===== src/rtl/block_zigzag_rle_if.sv =====
// Token output bus of block_zigzag_rle: a valid/ready channel carrying
// (kind, run, level) tokens toward the variable-length coder.
interface block_zigzag_rle_if;
    logic              tok_valid;
    logic              tok_ready;
    logic [1:0]        tok_kind;
    logic [5:0]        tok_run;
    logic signed [7:0] tok_level;

    modport master (
        output tok_valid,
        output tok_kind,
        output tok_run,
        output tok_level,
        input  tok_ready
    );

    modport slave (
        input  tok_valid,
        input  tok_kind,
        input  tok_run,
        input  tok_level,
        output tok_ready
    );
endinterface


===== src/rtl/block_zigzag_rle.sv =====
// block_zigzag_rle: captures one quantized 8x8 block, walks it in zigzag
// order and emits DC / (run, level) AC / EOB tokens on a valid/ready bus.
// Build macro: ZIGZAG_RLE_SKIP_EMPTY_EN -- when defined, an all-zero inter
// block produces no tokens and only a block_done pulse.
//
// state  | meaning
// -------+--------------------------------------------------------------
// S_IDLE | waiting for block_valid; output register empty
// S_SCAN | one zigzag coefficient per free output slot, k = scan index
// S_EOB  | scan finished; issue EOB (or skip it) and wait for acceptance
module block_zigzag_rle (
    input  logic                        clk,
    input  logic                        rst,
    input  logic                        block_valid,
    input  logic signed [7:0][7:0][7:0] data_in,
    input  logic                        is_intra,
    block_zigzag_rle_if.master          tok,
    output logic                        busy,
    output logic                        block_done,
    output logic                        overrun
);
    typedef enum logic [1:0] {S_IDLE, S_SCAN, S_EOB} state_t;

    localparam logic [1:0] KIND_DC  = 2'd0;
    localparam logic [1:0] KIND_AC  = 2'd1;
    localparam logic [1:0] KIND_EOB = 2'd2;

    // Zigzag position k -> raster index u*8+v into the captured block.
    localparam logic [5:0] ZZ_ROM [64] = '{
        6'd0,  6'd1,  6'd8,  6'd16, 6'd9,  6'd2,  6'd3,  6'd10,
        6'd17, 6'd24, 6'd32, 6'd25, 6'd18, 6'd11, 6'd4,  6'd5,
        6'd12, 6'd19, 6'd26, 6'd33, 6'd40, 6'd48, 6'd41, 6'd34,
        6'd27, 6'd20, 6'd13, 6'd6,  6'd7,  6'd14, 6'd21, 6'd28,
        6'd35, 6'd42, 6'd49, 6'd56, 6'd57, 6'd50, 6'd43, 6'd36,
        6'd29, 6'd22, 6'd15, 6'd23, 6'd30, 6'd37, 6'd44, 6'd51,
        6'd58, 6'd59, 6'd52, 6'd45, 6'd38, 6'd31, 6'd39, 6'd46,
        6'd53, 6'd60, 6'd61, 6'd54, 6'd47, 6'd55, 6'd62, 6'd63
    };

    state_t            state_q, state_d;
    logic [5:0]        k_q, k_d;
    logic [5:0]        run_q, run_d;
    logic              intra_q, intra_d;
    logic              any_ac_q, any_ac_d;
    logic              tok_valid_q, tok_valid_d;
    logic [1:0]        tok_kind_q, tok_kind_d;
    logic [5:0]        tok_run_q, tok_run_d;
    logic signed [7:0] tok_level_q, tok_level_d;
    // Same packed layout as data_in: entry u*8+v holds coefficient [u][v].
    logic [63:0][7:0]  coef_q, coef_d;

    logic [7:0]        coef_cur;
    logic              out_free;
    logic              skip_empty;

    // An inter block that produced no AC token is the "uncoded" case.
`ifdef ZIGZAG_RLE_SKIP_EMPTY_EN
    assign skip_empty = !intra_q && !any_ac_q;
`else
    assign skip_empty = 1'b0;
`endif

    assign coef_cur = coef_q[ZZ_ROM[k_q]];
    assign out_free = !tok_valid_q || tok.tok_ready;

    // Next-state, scan datapath and token register load.
    always_comb begin
        state_d     = state_q;
        k_d         = k_q;
        run_d       = run_q;
        intra_d     = intra_q;
        any_ac_d    = any_ac_q;
        coef_d      = coef_q;
        tok_valid_d = tok_valid_q;
        tok_kind_d  = tok_kind_q;
        tok_run_d   = tok_run_q;
        tok_level_d = tok_level_q;
        block_done  = 1'b0;

        if (tok_valid_q && tok.tok_ready) begin
            tok_valid_d = 1'b0;
        end

        case (state_q)
            S_IDLE: begin
                if (block_valid) begin
                    coef_d   = data_in;
                    intra_d  = is_intra;
                    any_ac_d = 1'b0;
                    run_d    = 6'd0;
                    k_d      = is_intra ? 6'd1 : 6'd0;
                    state_d  = S_SCAN;
                    if (is_intra) begin
                        tok_valid_d = 1'b1;
                        tok_kind_d  = KIND_DC;
                        tok_run_d   = 6'd0;
                        tok_level_d = data_in[0][0];
                    end
                end
            end
            S_SCAN: begin
                if (out_free) begin
                    if (coef_cur != 8'd0) begin
                        tok_valid_d = 1'b1;
                        tok_kind_d  = KIND_AC;
                        tok_run_d   = run_q;
                        tok_level_d = coef_cur;
                        run_d       = 6'd0;
                        any_ac_d    = 1'b1;
                    end else begin
                        run_d = run_q + 6'd1;
                    end
                    if (k_q == 6'd63) begin
                        k_d     = 6'd0;
                        state_d = S_EOB;
                        // Trailing zero: the slot is free now, so EOB goes out
                        // on the very next cycle instead of one later.
                        if (coef_cur == 8'd0 && !skip_empty) begin
                            tok_valid_d = 1'b1;
                            tok_kind_d  = KIND_EOB;
                            tok_run_d   = 6'd0;
                            tok_level_d = 8'sd0;
                        end
                    end else begin
                        k_d = k_q + 6'd1;
                    end
                end
            end
            S_EOB: begin
                if (tok_valid_q && tok_kind_q == KIND_EOB) begin
                    if (tok.tok_ready) begin
                        block_done = 1'b1;
                        state_d    = S_IDLE;
                    end
                end else if (skip_empty) begin
                    block_done = 1'b1;
                    state_d    = S_IDLE;
                end else if (out_free) begin
                    tok_valid_d = 1'b1;
                    tok_kind_d  = KIND_EOB;
                    tok_run_d   = 6'd0;
                    tok_level_d = 8'sd0;
                end
            end
            default: begin
                state_d = S_IDLE;
            end
        endcase
    end

    // Control and token registers with synchronous reset.
    always_ff @(posedge clk) begin
        if (rst) begin
            state_q     <= S_IDLE;
            k_q         <= 6'd0;
            run_q       <= 6'd0;
            intra_q     <= 1'b0;
            any_ac_q    <= 1'b0;
            tok_valid_q <= 1'b0;
            tok_kind_q  <= 2'd0;
            tok_run_q   <= 6'd0;
            tok_level_q <= 8'sd0;
        end else begin
            state_q     <= state_d;
            k_q         <= k_d;
            run_q       <= run_d;
            intra_q     <= intra_d;
            any_ac_q    <= any_ac_d;
            tok_valid_q <= tok_valid_d;
            tok_kind_q  <= tok_kind_d;
            tok_run_q   <= tok_run_d;
            tok_level_q <= tok_level_d;
        end
    end

    // Coefficient buffer; contents only matter after a capture.
    always_ff @(posedge clk) begin
        coef_q <= coef_d;
    end

    assign tok.tok_valid = tok_valid_q;
    assign tok.tok_kind  = tok_kind_q;
    assign tok.tok_run   = tok_run_q;
    assign tok.tok_level = tok_level_q;
    assign busy          = (state_q != S_IDLE);
    assign overrun       = block_valid && (state_q != S_IDLE);
endmodule

===== src/flat_wrapper.sv =====
// flat-port wrapper written by rule: the top's interface ports become plain ports
module block_zigzag_rle_flat 
  (clk, rst, block_valid, data_in, is_intra, busy, block_done, overrun, tok_tok_valid, tok_tok_kind, tok_tok_run, tok_tok_level, tok_tok_ready);
  block_zigzag_rle_if tok_i ();
  input  logic clk;
  input  logic rst;
  input  logic block_valid;
  input  logic signed [7:0][7:0][7:0] data_in;
  input  logic is_intra;
  output logic busy;
  output logic block_done;
  output logic overrun;
  output wire logic [$bits(tok_i.tok_valid)-1:0] tok_tok_valid;
  output wire logic [$bits(tok_i.tok_kind)-1:0] tok_tok_kind;
  output wire logic [$bits(tok_i.tok_run)-1:0] tok_tok_run;
  output wire logic [$bits(tok_i.tok_level)-1:0] tok_tok_level;
  input wire logic [$bits(tok_i.tok_ready)-1:0] tok_tok_ready;
  assign tok_tok_valid = tok_i.tok_valid;
  assign tok_tok_kind = tok_i.tok_kind;
  assign tok_tok_run = tok_i.tok_run;
  assign tok_tok_level = tok_i.tok_level;
  assign tok_i.tok_ready = tok_tok_ready;
  block_zigzag_rle u_core (.clk(clk), .rst(rst), .block_valid(block_valid), .data_in(data_in), .is_intra(is_intra), .tok(tok_i), .busy(busy), .block_done(block_done), .overrun(overrun));
endmodule

===== config.mk =====
export PLATFORM = sky130hd
export DESIGN_NAME = block_zigzag_rle_flat
export DESIGN_NICKNAME = d
export VERILOG_FILES = /design/src/rtl/block_zigzag_rle_if.sv /design/src/rtl/block_zigzag_rle.sv /design/src/flat_wrapper.sv
export SDC_FILE = /design/constraint.sdc
export NUM_CORES = 1
export LEC_CHECK = 0
export BUFFER_PORTS_ARGS = -buffer_cell sky130_fd_sc_hd__clkbuf_2
export CAP_MARGIN = 15
export CELL_PAD_IN_SITES_DETAIL_PLACEMENT = 1
export CELL_PAD_IN_SITES_GLOBAL_PLACEMENT = 1
export CORE_MARGIN = 2
export CORE_UTILIZATION = 29
export CTS_CLUSTER_SIZE = 24
export DETAILED_ROUTE_END_ITERATION = 6
export GPL_ROUTABILITY_DRIVEN = 0
export GPL_TIMING_DRIVEN = 0
export HOLD_SLACK_MARGIN = 0.12
export MAX_ROUTING_LAYER = met4
export PLACE_DENSITY = 0.63
export SYNTH_ARGS = -nofsm -noshare
export SYNTH_HDL_FRONTEND = slang
export SYNTH_SLANG_ARGS = --single-unit

===== constraint.sdc =====
create_clock -name clk -period 30.6 [get_ports clk]
set_clock_uncertainty 0.15 [all_clocks]
set_input_delay 1.53 -clock clk [delete_from_list [all_inputs] [get_ports clk]]
set_output_delay 1.53 -clock clk [all_outputs]
set_load 0.02 [all_outputs]

# --- Word-level counts from Yosys, hierarchy flattened ---
# Memories as Yosys holds them, arrays and structs flattened.
# Cells that the tools add are included.
totals:
  register_bits: 543
  latchBits: 0
  mem_bits_rw: 0
  rom_bits: 384
  in_bits: 517
  n_memories: 1
memory_table:
  columns: ["name", "words", "word_bits", "read_ports", "rd_clocked_by_memory_dff", "wr", "line_no", "source"]
  rows:
  - ["(name not given)", 64, 6, 1, 0, 0, "block_zigzag_rle.sv:63", "assign coef_cur = coef_q[ZZ_ROM[k_q]];"]
classes:
  n_addsub: 2
  multipliers: 0
  n_div: 0
  n_lt_le_gt_ge: 2
  n_eq_ne: 12
  shifts: 0
  muxes: 59
  bitwise: 1
  n_reduce_logical: 15
op_table:
  columns: ["op", "count"]
  rows:
  - ["$mux 6", 16]
  - ["$mux 8", 9]
  - ["$bmux 8 s6", 1]
  - ["$mux 2", 13]
  - ["$pmux 6 s2", 2]
  - ["$pmux 8 s3", 1]
  - ["$pmux 6 s3", 1]
  - ["$mux 1", 13]
  - ["$add 6x1->6 const B", 2]
  - ["$pmux 2 s3", 2]
  - ["$logic_not 8->1", 1]
  - ["$ne 2x1->1 const B", 4]
  - ["$ne 2x2->1 const B", 4]
  - ["$reduce_bool 8->1", 1]
  - ["$ge 7x7->1 const B", 1]
  - ["$lt 6x7->1 const B", 1]
  - ["$not 6->7", 1]
  - ["$eq 6x6->1 const B", 1]
  - ["$reduce_and 6->1", 1]
  - ["$reduce_and 5->1", 1]
  - ["$eq 2x2->1 const B", 2]
  - ["$reduce_bool 2->1", 2]
  - ["$logic_and 1x1->1", 3]
  - ["$pmux 1 s3", 1]
  - ["other kinds (7)", 7]

# --- Longest topological paths before layout ---
# Gate-level depths: netlist of run 1.
depth:
  word_depth: 12
  depth_mapped: 21
  ltp_nobuf: 15

# --- Least setup slack after synthesis of run 1 ---
# Ideal clock, no wire load.
synth_timing:
  kind: "in2reg"
  startpoint: "input block_valid"
  endpoint: "register u_core.k_q[5]"
  setup_time_ps: 76
  arrival_ps: 25275
  required_ps: 30374
  path_slack_ps: 5100
  cell_stages: 7
  path_buffers: 0
  path_cell_list: "inv_1 -> nor2_1 -> a21oi_1 -> a21oi_1 -> nand3_1 -> or3_1 -> a21boi_0"
synth_between:
  elab_chain_len: 2
synth_lines:
  columns: ["item", "line_no", "source"]
  rows:
  - ["start, declared", "flat_wrapper.sv:7", "input logic block_valid;"]
  - ["$ne 2x2->1 (no source line)", null, null]
  - ["$reduce_and 3->1 (no source line)", null, null]
  - ["end signal, assigned", "block_zigzag_rle.sv:165", "k_q <= k_d;"]
  - ["end, declared", "block_zigzag_rle.sv:41", "logic [5:0] k_q, k_d;"]
# Every way passes these cells.
# A chain may end at the register's enable or synchronous reset.

# --- Worst setup path in the final report of run 1 ---
layout_timing:
  startpoint: "register u_core.k_q[0]"
  endpoint: "register u_core.tok_run_q[0] (netlist: u_core.tok.tok_run[0])"
layout_between:
  elab_chain_len: 12
  word_cells_on_any_way: 14
layout_lines:
  columns: ["item", "line_no", "source"]
  rows:
  - ["$not 6->7 (not written as such)", "block_zigzag_rle.sv:63", null]
  - ["$mem_v2 64x6", null, null]
  - ["$mux 6 (not written as such) (2 in a row)", "block_zigzag_rle.sv:63", null]
  - ["$bmux 8 s6", "block_zigzag_rle.sv:63", null]
  - ["$mux 8 (not written as such)", "block_zigzag_rle.sv:63", null]
  - ["$reduce_bool 8->1", "block_zigzag_rle.sv:103", "if (coef_cur != 8'd0) begin"]
  - ["$mux 6", "block_zigzag_rle.sv:103", null]
  - ["$mux 6", "block_zigzag_rle.sv:118", "if (coef_cur == 8'd0 && !skip_empty) begin"]
  - ["$mux 6 (*)", "block_zigzag_rle.sv:113", "if (k_q == 6'd63) begin"]
  - ["$mux 6 (*)", "block_zigzag_rle.sv:102", "if (out_free) begin"]
  - ["$pmux 6 s3 (*)", "block_zigzag_rle.sv:84", "case (state_q)"]
  - ["end signal, assigned", "block_zigzag_rle.sv:171", "tok_run_q <= tok_run_d;"]
  - ["end, declared", "block_zigzag_rle.sv:47", "logic [5:0] tok_run_q, tok_run_d;"]
# Every way passes the cells marked *; elsewhere a longest branch is shown, timed or not. The select of a mux whose other input is x is not followed.

==> summary.md, run 1 <==
| Metric | Value |
|---|---|
| Antenna-violating nets left | `0` |
| Max-slew violations | `0` |
| RSZ-0062 raised after global routing | `no` |
| Crit Path Category | `flip-flop to flip-flop` |
| GRT overflow | `0` |
| Post-route worst setup slack | `between 20000 and 25000 ps` |
| Reg2Reg Capture Point | `u_core.tok.tok_run[0]` |
| Hold buffers post-CTS | `0` |
| Longest Clk Path Bufs | `3` |
| Die width | `around 290 um` |
| Hold Path Class | `flip-flop to flip-flop` |
| Post-synth EDFFs | `about 500` |
| Fill count | `approximately 8400` |
| Die Y | `285 um` |
| First-pass GRT wire length | `approximately 130000 um` |
| Reg-to-Reg Start | `u_core.k_q[0]` |
| Synth async-reset ratio | `0%` |
| DR vias/cell | `approximately 5` |
| Ys flop type | `edfxtp_1` |
| Sink Count | `between 500 and 600` |
| Reg2Reg Depth | `17` |
| Worst-path cell chain | `inv_1 > ha_1 > nand2b_1 > o211a_1 > o221a_2 > nor2_2 > buf_2 > buf_1 > a311oi_1 > o21ai_0 > o2111ai_1 > nor4_1 > and3b_1 > and3b_1 > buf_6 > buf_2 > o22ai_1` |
| Initial antenna violation count | `25` |
| Most area-consuming cells after synthesis | `edfxtp_1 (67%), mux4_2 (5.2%), dfxtp_1 (2.7%), nand2_1 (2.6%), mux2i_1 (1.5%)` |
| Max incr delay on CP | `a little over 800 ps` |
| Clock root buffer | `clkbuf_16` |
| Post-cts gate resize count | `0` |
| WL final | `roughly 96000 um` |
| Setup violators final | `0` |
| Hold path start | `u_core.tok.tok_run[4]` |
| Final Hold Fails | `0` |
| Peak VDD IR | `approximately 59 uV` |
| Outcome | `completed` |
| Slew headroom | `under 10%` |
| Routed len/inst | `slightly below 30 um` |
| Reg2reg setup slack | `between 20000 and 25000 ps` |
| Nets | `~2600` |
| # DRC | `0` |
| I/O Buffers | `approximately 540` |
| Syn Inst Count | `roughly 1500` |
| Initial Utilization | `between 20 and 30%` |
| Post-Synth Simple-Gate Area | `8.58%` |
| Iter 0 DRT Violations | `between 1000 and 1500` |
| Vias in the first global route | `17900` |
| Routed vias | `between 15000 and 20000` |
| WHS Path Cells | `2` |
| Worst Setup End Kind | `flip-flop` |
| Endpoint, Worst Hold | `u_core.tok.tok_run[4]` |
| Mux contribution to synthesized area | `under 10%` |
| DP Worst Slack | `23790 ps` |
| F_max | `approximately 0.15 GHz` |
| Compound-Gate Fraction of Synth Area | `between 10% and 20%` |
| Worst path required time | `30950 ps` |
| Max_cap viols | `0` |
| Layout area overhead | `28.9%` |
| Slew @ Worst Pin | `between 1000 and 1500 ps` |
| Mapped Area | `approximately 0.023 mm^2` |
| Most frequent cells in the layout | `clkbuf_2 (535), edfxtp_1 (512), nand2_1 (157)` |
| Synth Area in XOR/XNOR | `less than 1%` |
| Postcts setup bufs | `0` |
| Largest net degree at the start of global routing | `40` |
| Layout Cells excl Fill | `3234` |
| Netlist cell types | `93` |
| Worst-path clk slew | `about 60 ps` |
| Syn nets | `2028` |
| Final core occ | `37.6%` |
| Startpoint Class | `flip-flop` |
| Power per cell area | `between 80 and 90 mW/mm^2` |
| Placed Cells | `3099` |
| Site row count | `slightly above 100` |
| Slowest stage cell on the critical path | `nor4_1` |
| DPL Wire Length | `73200 um` |
| Period utilization | `22.5%` |
| Core ar. | `roughly 0.079 mm^2` |
| Number of synthesized register bits | `~540` |
| Synth Area in Adders | `1.09%` |
| Cell taking the most area after synthesis | `edfxtp_1` |
| Synth Area per Inst | `around 15 um^2` |
| Layout cell share with drive strength beyond 1 | `37.2%` |
| CTS tree | `built` |
| Final min period | `6890 ps` |
| Total GRT Usage | `between 20% and 30%` |
| Htree depth | `2` |
| Sequential element share of the synthesized area | `between 60% and 70%` |
| Skew-Pair Late Insertion Delay | `660 ps` |
| Synthesis Warnings | `0` |
| Most common cell after layout, fill and taps aside | `clkbuf_2` |
| Cts bufs inserted | `61` |
| Critical path arrival | `roughly 7200 ps` |
| Lkg Pwr | `approximately 11 nW` |
| Io pins | `between 500 and 600` |
| First-pass iteration count of the detailed router | `5` |
| Post-synth top area share | `67.1%` |
| Die area | `between 0.08 and 0.09 mm^2` |
| Largest family of logic cells by synthesized area | `compound AO/OA/AOI/OAI gates` |
| Crit-path max FO | `10` |
[state kept, by name, indices dropped and copies added (netlist names)]
name                  cells
u_core.tok.tok_level      8
u_core.tok.tok_kind       2
u_core.coef_q           512
u_core.state_q            2
u_core.tok.tok_valid      1
u_core.k_q                6
u_core.tok.tok_run        6
u_core.run_q              6
[power by group]
part,internal [W],switching (W)
clock network,0.000465,0.000323
registers,0.00104,0.0000630
logic,0.000232,0.000411
[worst max-delay path: cells and delay by family, from the launching register on]
| family | cells | cell delay (ps) |
|---|---|---|
| AOI/OAI and AO/OA | 6 | 1710 |
| adders and majority gates | 1 | 560 |
| buffers and inverters | 5 | 1830 |
| DFF | 1 | 540 |
| and+or+nand+nor | 5 | 1940 |
[worst max path at each step]
| stage | depth (start not counted) | start | slack (ps) | endpoint |
|---|---|---|---|---|
| 2_1_floorplan | 7 | block_valid | 5100 | u_core.k_q[5] |
| 3_3_place_gp | 8 | block_valid | -3520 | u_core.k_q[5] |
| 3_5_place_dp | 19 | u_core.k_q[2] | 23790 | u_core.tok.tok_run[0] |
| 4_1_cts | 19 | u_core.k_q[2] | 23730 | u_core.tok.tok_run[0] |
| 5_1_grt | 17 | u_core.k_q[0] | 23500 | u_core.tok.tok_run[0] |
| 6_report | 17 | u_core.k_q[0] | 23710 | u_core.tok.tok_run[0] |
[per-stage QoR]
| stage | TNS [ps] | total power, W | hold WS [ps] | cell area, um^2 |
|---|---|---|---|---|
| finish | 0 | 0.00253 | 346 | 29500 |
| global route | 0 | 0.00264 | 376 | 29500 |
| CTS | 0 | 0.00256 | 348 | 29500 |
| detailed placement | 0 | 0.00177 | 337 | 27300 |
| global placement | -1058600 | 0.00198 | 327 | 26900 |
| floorplan | 0 | 0.00166 | 306 | 22900 |
[routing by layer]
| metal | up-vias | track usage [%] | wire length [um] |
|---|---|---|---|
| met2 | 612 | 39.8 | 47900 |
| met3 | 137 | 4.41 | 5970 |
| met1 | 8428 | 29.3 | 39000 |
| met5 | - | - | 0 |
| li1 | 7250 | - | - |
| met4 | 0 | 7.34 | 2720 |
[kinds of logic after synthesis]
kind of cell               count (synthesis)
buffers and inverters                    118
DFF                                      543
adders and majority gates                 20
muxes                                    102
xor gates and xnor gates                   3
and+or+nand+nor                          396
AOI/OAI and AO/OA                        309
[area by class of cell]
class / count / area [um^2] / area share, %
Sequential cell: 543 / 16000 / 54.2
Multi-Input combinational cell: 830 / 6300 / 21.3
Timing Repair Buffer: 558 / 3090 / 10.5
Clock buffer: 69 / 1580 / 5.34
Tap cell: 1050 / 1310 / 4.45
Clock inverter: 46 / 567 / 1.92
Buffer: 92 / 544 / 1.84
Inverter: 26 / 97.6 / 0.330
Antenna cell: 20 / 50.0 / 0.169
[synth_stat cells (17+ instances only)]
cell	count
edfxtp_1	512
nand2_1	157
nand3_1	62
mux4_2	53
a21oi_1	51
nor2_1	44
and3_1	36
mux2i_1	34
buf_2	32
clkbuf_1	31
dfxtp_1	31
o21ai_0	29
inv_1	24
o22ai_1	22
a211oi_1	20
ha_1	20
a22oi_1	18
a311oi_1	18
buf_4	17
nand4_1	17
Note: power is estimated with default switching activity, not from simulation.
==> run 2, diff against run 1 <==
ABC_AREA = 1   (was unset)
PLACE_DENSITY = 0.66   (was 0.63)
clock period = 6.7 ns   (was 30.6 ns; I/O delays follow)
==> run 2 against run 1 <==
Against the previous run:
- sequential share of layout area fell by 9.7 points
- utilization increased by 5.6 points
- register-to-register slack got worse by 22000 ps
==> summary.md, run 2 <==
| Metric | Value |
|---|---|
| Slew @ Worst Pin | `1030 ps` |
| Power per cell area | `334 mW/mm^2` |
| Worst Setup End Kind | `flip-flop` |
| CTS tree | `built` |
| Sequential element share of the synthesized area | `65.8%` |
| Worst path required time | `~7100 ps` |
| Layout area overhead | `47.8%` |
| Peak VDD IR | `between 200 and 250 uV` |
| Mapped Area | `about 0.024 mm^2` |
| Io pins | `approximately 540` |
| F_max | `approximately 0.19 GHz` |
| Htree depth | `3` |
| Total GRT Usage | `approximately 27%` |
| Routed vias | `roughly 23000` |
| Ys flop type | `edfxtp_1` |
| Sink Count | `543` |
| Synth Area per Inst | `10.7 um^2` |
| Reg2Reg Depth | `26` |
| Synth async-reset ratio | `0%` |
| Final Hold Fails | `0` |
| Core ar. | `roughly 0.083 mm^2` |
| Cts bufs inserted | `67` |
| Most frequent cells after synthesis | `nand2_1 (549), edfxtp_1 (512), nand3_1 (476)` |
| DR vias/cell | `between 5 and 6` |
| Slowest stage cell on the critical path | `dfxtp_1` |
| RSZ-0062 raised after global routing | `no` |
| Max-slew violations | `0` |
| Most common cell in the netlist | `nand2_1` |
| First-pass GRT wire length | `166000 um` |
| Hold path start | `data_in[231]` |
| Syn Inst Count | `2276` |
| Vias in the first global route | `~25000` |
| Post-route worst setup slack | `about 1300 ps` |
| Largest net degree at the start of global routing | `45` |
| Antenna-violating nets left | `0` |
| Lkg Pwr | `15.1 nW` |
| Endpoint, Worst Hold | `u_core.coef_q[231]` |
| Most frequent cells in the layout | `nand2_1 (548), clkbuf_2 (535), dlygate4sd3_1 (516)` |
| Post-DP Area | `between 0.02 and 0.03 mm^2` |
| Seq. cell area | `around 0.016 mm^2` |
| Critical path arrival | `about 5700 ps` |
| Outcome | `completed` |
| Die area | `0.0862 mm^2` |
| Nets | `3947` |
| Skew-Pair Late Insertion Delay | `slightly above 600 ps` |
| I/O Buffers | `about 540` |
| First-pass iteration count of the detailed router | `5` |
| Most area-consuming cells after synthesis | `edfxtp_1 (63%), nand3_1 (9.8%), nand2_1 (8.5%), nand3b_1 (4.1%), inv_1 (3.6%)` |
| Syn nets | `about 2800` |
| Routed len/inst | `~26 um` |
| Initial antenna violation count | `20` |
| Final min period | `roughly 5400 ps` |
| DP Worst Slack | `approximately 1300 ps` |
| Max_cap viols | `0` |
| Reg-to-Reg Start | `u_core.k_q[1]` |
| Number of synthesized register bits | `543` |
| Multi-input logic area | `around 0.0067 mm^2` |
| Reg2reg setup slack | `1340 ps` |
| Layout cell share with drive strength beyond 1 | `around 22%` |
| Longest Clk Path Bufs | `3` |
| Die width | `294 um` |
| Post-synth EDFFs | `approximately 510` |
| Max incr delay on CP | `520 ps` |
| Most common cell after layout, fill and taps aside | `nand2_1` |
| Post-synth top area share | `63.2%` |
| Synthesis Warnings | `0` |
| # DRC | `0` |
| Worst Path Buf+Inv | `6` |
| Startpoint Class | `flip-flop` |
| Initial Utilization | `29.2%` |
| Delay-heaviest family, CP | `simple AND/OR/NAND/NOR gates` |
| Period utilization | `80.1%` |
| Netlist cell types | `41` |
| Worst-path clk slew | `60 ps` |
| Cell taking the most area after synthesis | `edfxtp_1` |
| Setup violators final | `0` |
| Post-cts gate resize count | `0` |
| Largest Register | `u_core.coef_q` |
| Hold Path Class | `input port to flip-flop` |
| Iter 0 DRT Violations | `roughly 1700` |
| Placed Cells | `~4000` |
| Clock root buffer | `clkbuf_16` |
| Site row count | `approximately 110` |
| Reg2Reg Capture Point | `u_core.tok.tok_level[2]` |
| DPL Wire Length | `roughly 77000 um` |
| Die Y | `around 290 um` |
| Post-route cell area | `between 0.03 and 0.04 mm^2` |
| Crit-path max FO | `10` |
| Power, Total | `0.0120 W` |
| Slew headroom | `between 30% and 40%` |
| Crit Path Category | `flip-flop to flip-flop` |
| Largest register FFs | `512` |
| Layout Cells excl Fill | `approximately 4600` |
| GRT overflow | `0` |
| WHS Path Cells | `2` |
| Fill count | `~9400` |
| WL final | `approximately 120000 um` |
-- run 2: how the worst max path moves through the flow --
stage	slack, ps	cells after the start	end	from
floorplan	-2160	4	u_core.coef_q[0]	u_core.state_q[0]
global placement	-6240	4	u_core.coef_q[456]	u_core.state_q[0]
detailed placement	1290	20	u_core.tok.tok_level[3]	u_core.k_q[1]
CTS	1250	20	u_core.tok.tok_level[2]	u_core.k_q[1]
global route	950	26	u_core.tok.tok_level[2]	u_core.k_q[1]
finish	1340	26	u_core.tok.tok_level[2]	u_core.k_q[1]
-- run 2: cell type report --
type	count	area share (%)
clock buffers	77	4.95
plain buffers	137	1.95
well taps	1080	3.76
flip-flops and latches	543	44.5
multi-input cells	1350	18.7
diodes	24	0.167
clock inverters	38	0.832
repair buffers	1065	22.6
inverters	246	2.58
-- run 2: report_power, final --
group / internal [W] / switching [W] / total, W
Clock: 0.00206 / 0.00153 / 0.00358
Sequential: 0.00465 / 0.000259 / 0.00491
Combinational: 0.00114 / 0.00238 / 0.00352
Total: 0.00784 / 0.00417 / 0.0120
-- run 2: per-stage QoR --
step                hold slack, ps  TNS (ps)  utilization (%)
finish                         290         0             43.2
global route                   278         0             43.1
CTS                            252         0             43.1
detailed placement             329         0             34.4
global placement               304  -3147930             34.1
floorplan                      284  -1107790                -
-- run 2: kinds of logic after synthesis --
logic type,share of synthesized area (%)
flops,65.8
fa+ha+maj,1.03
buf+inv,6.67
xor+xnor,0.180
simple gates,23.3
compound gates,2.98
-- run 2: routing by layer --
| metal | track usage (%) | up-vias | routed length, um |
|---|---|---|---|
| met4 | 13.5 | 0 | 6050 |
| met5 | - | - | 0 |
| li1 | - | 10200 | - |
| met3 | 4.97 | 316 | 7450 |
| met1 | 32.0 | 11300 | 46200 |
| met2 | 45.4 | 1072 | 57100 |
-- run 2: what timing repair did --
item	CTS	global route
buffers inserted	0	0
hold endpoints to repair	531	0
setup endpoints to repair	0	0
hold buffers	516	0
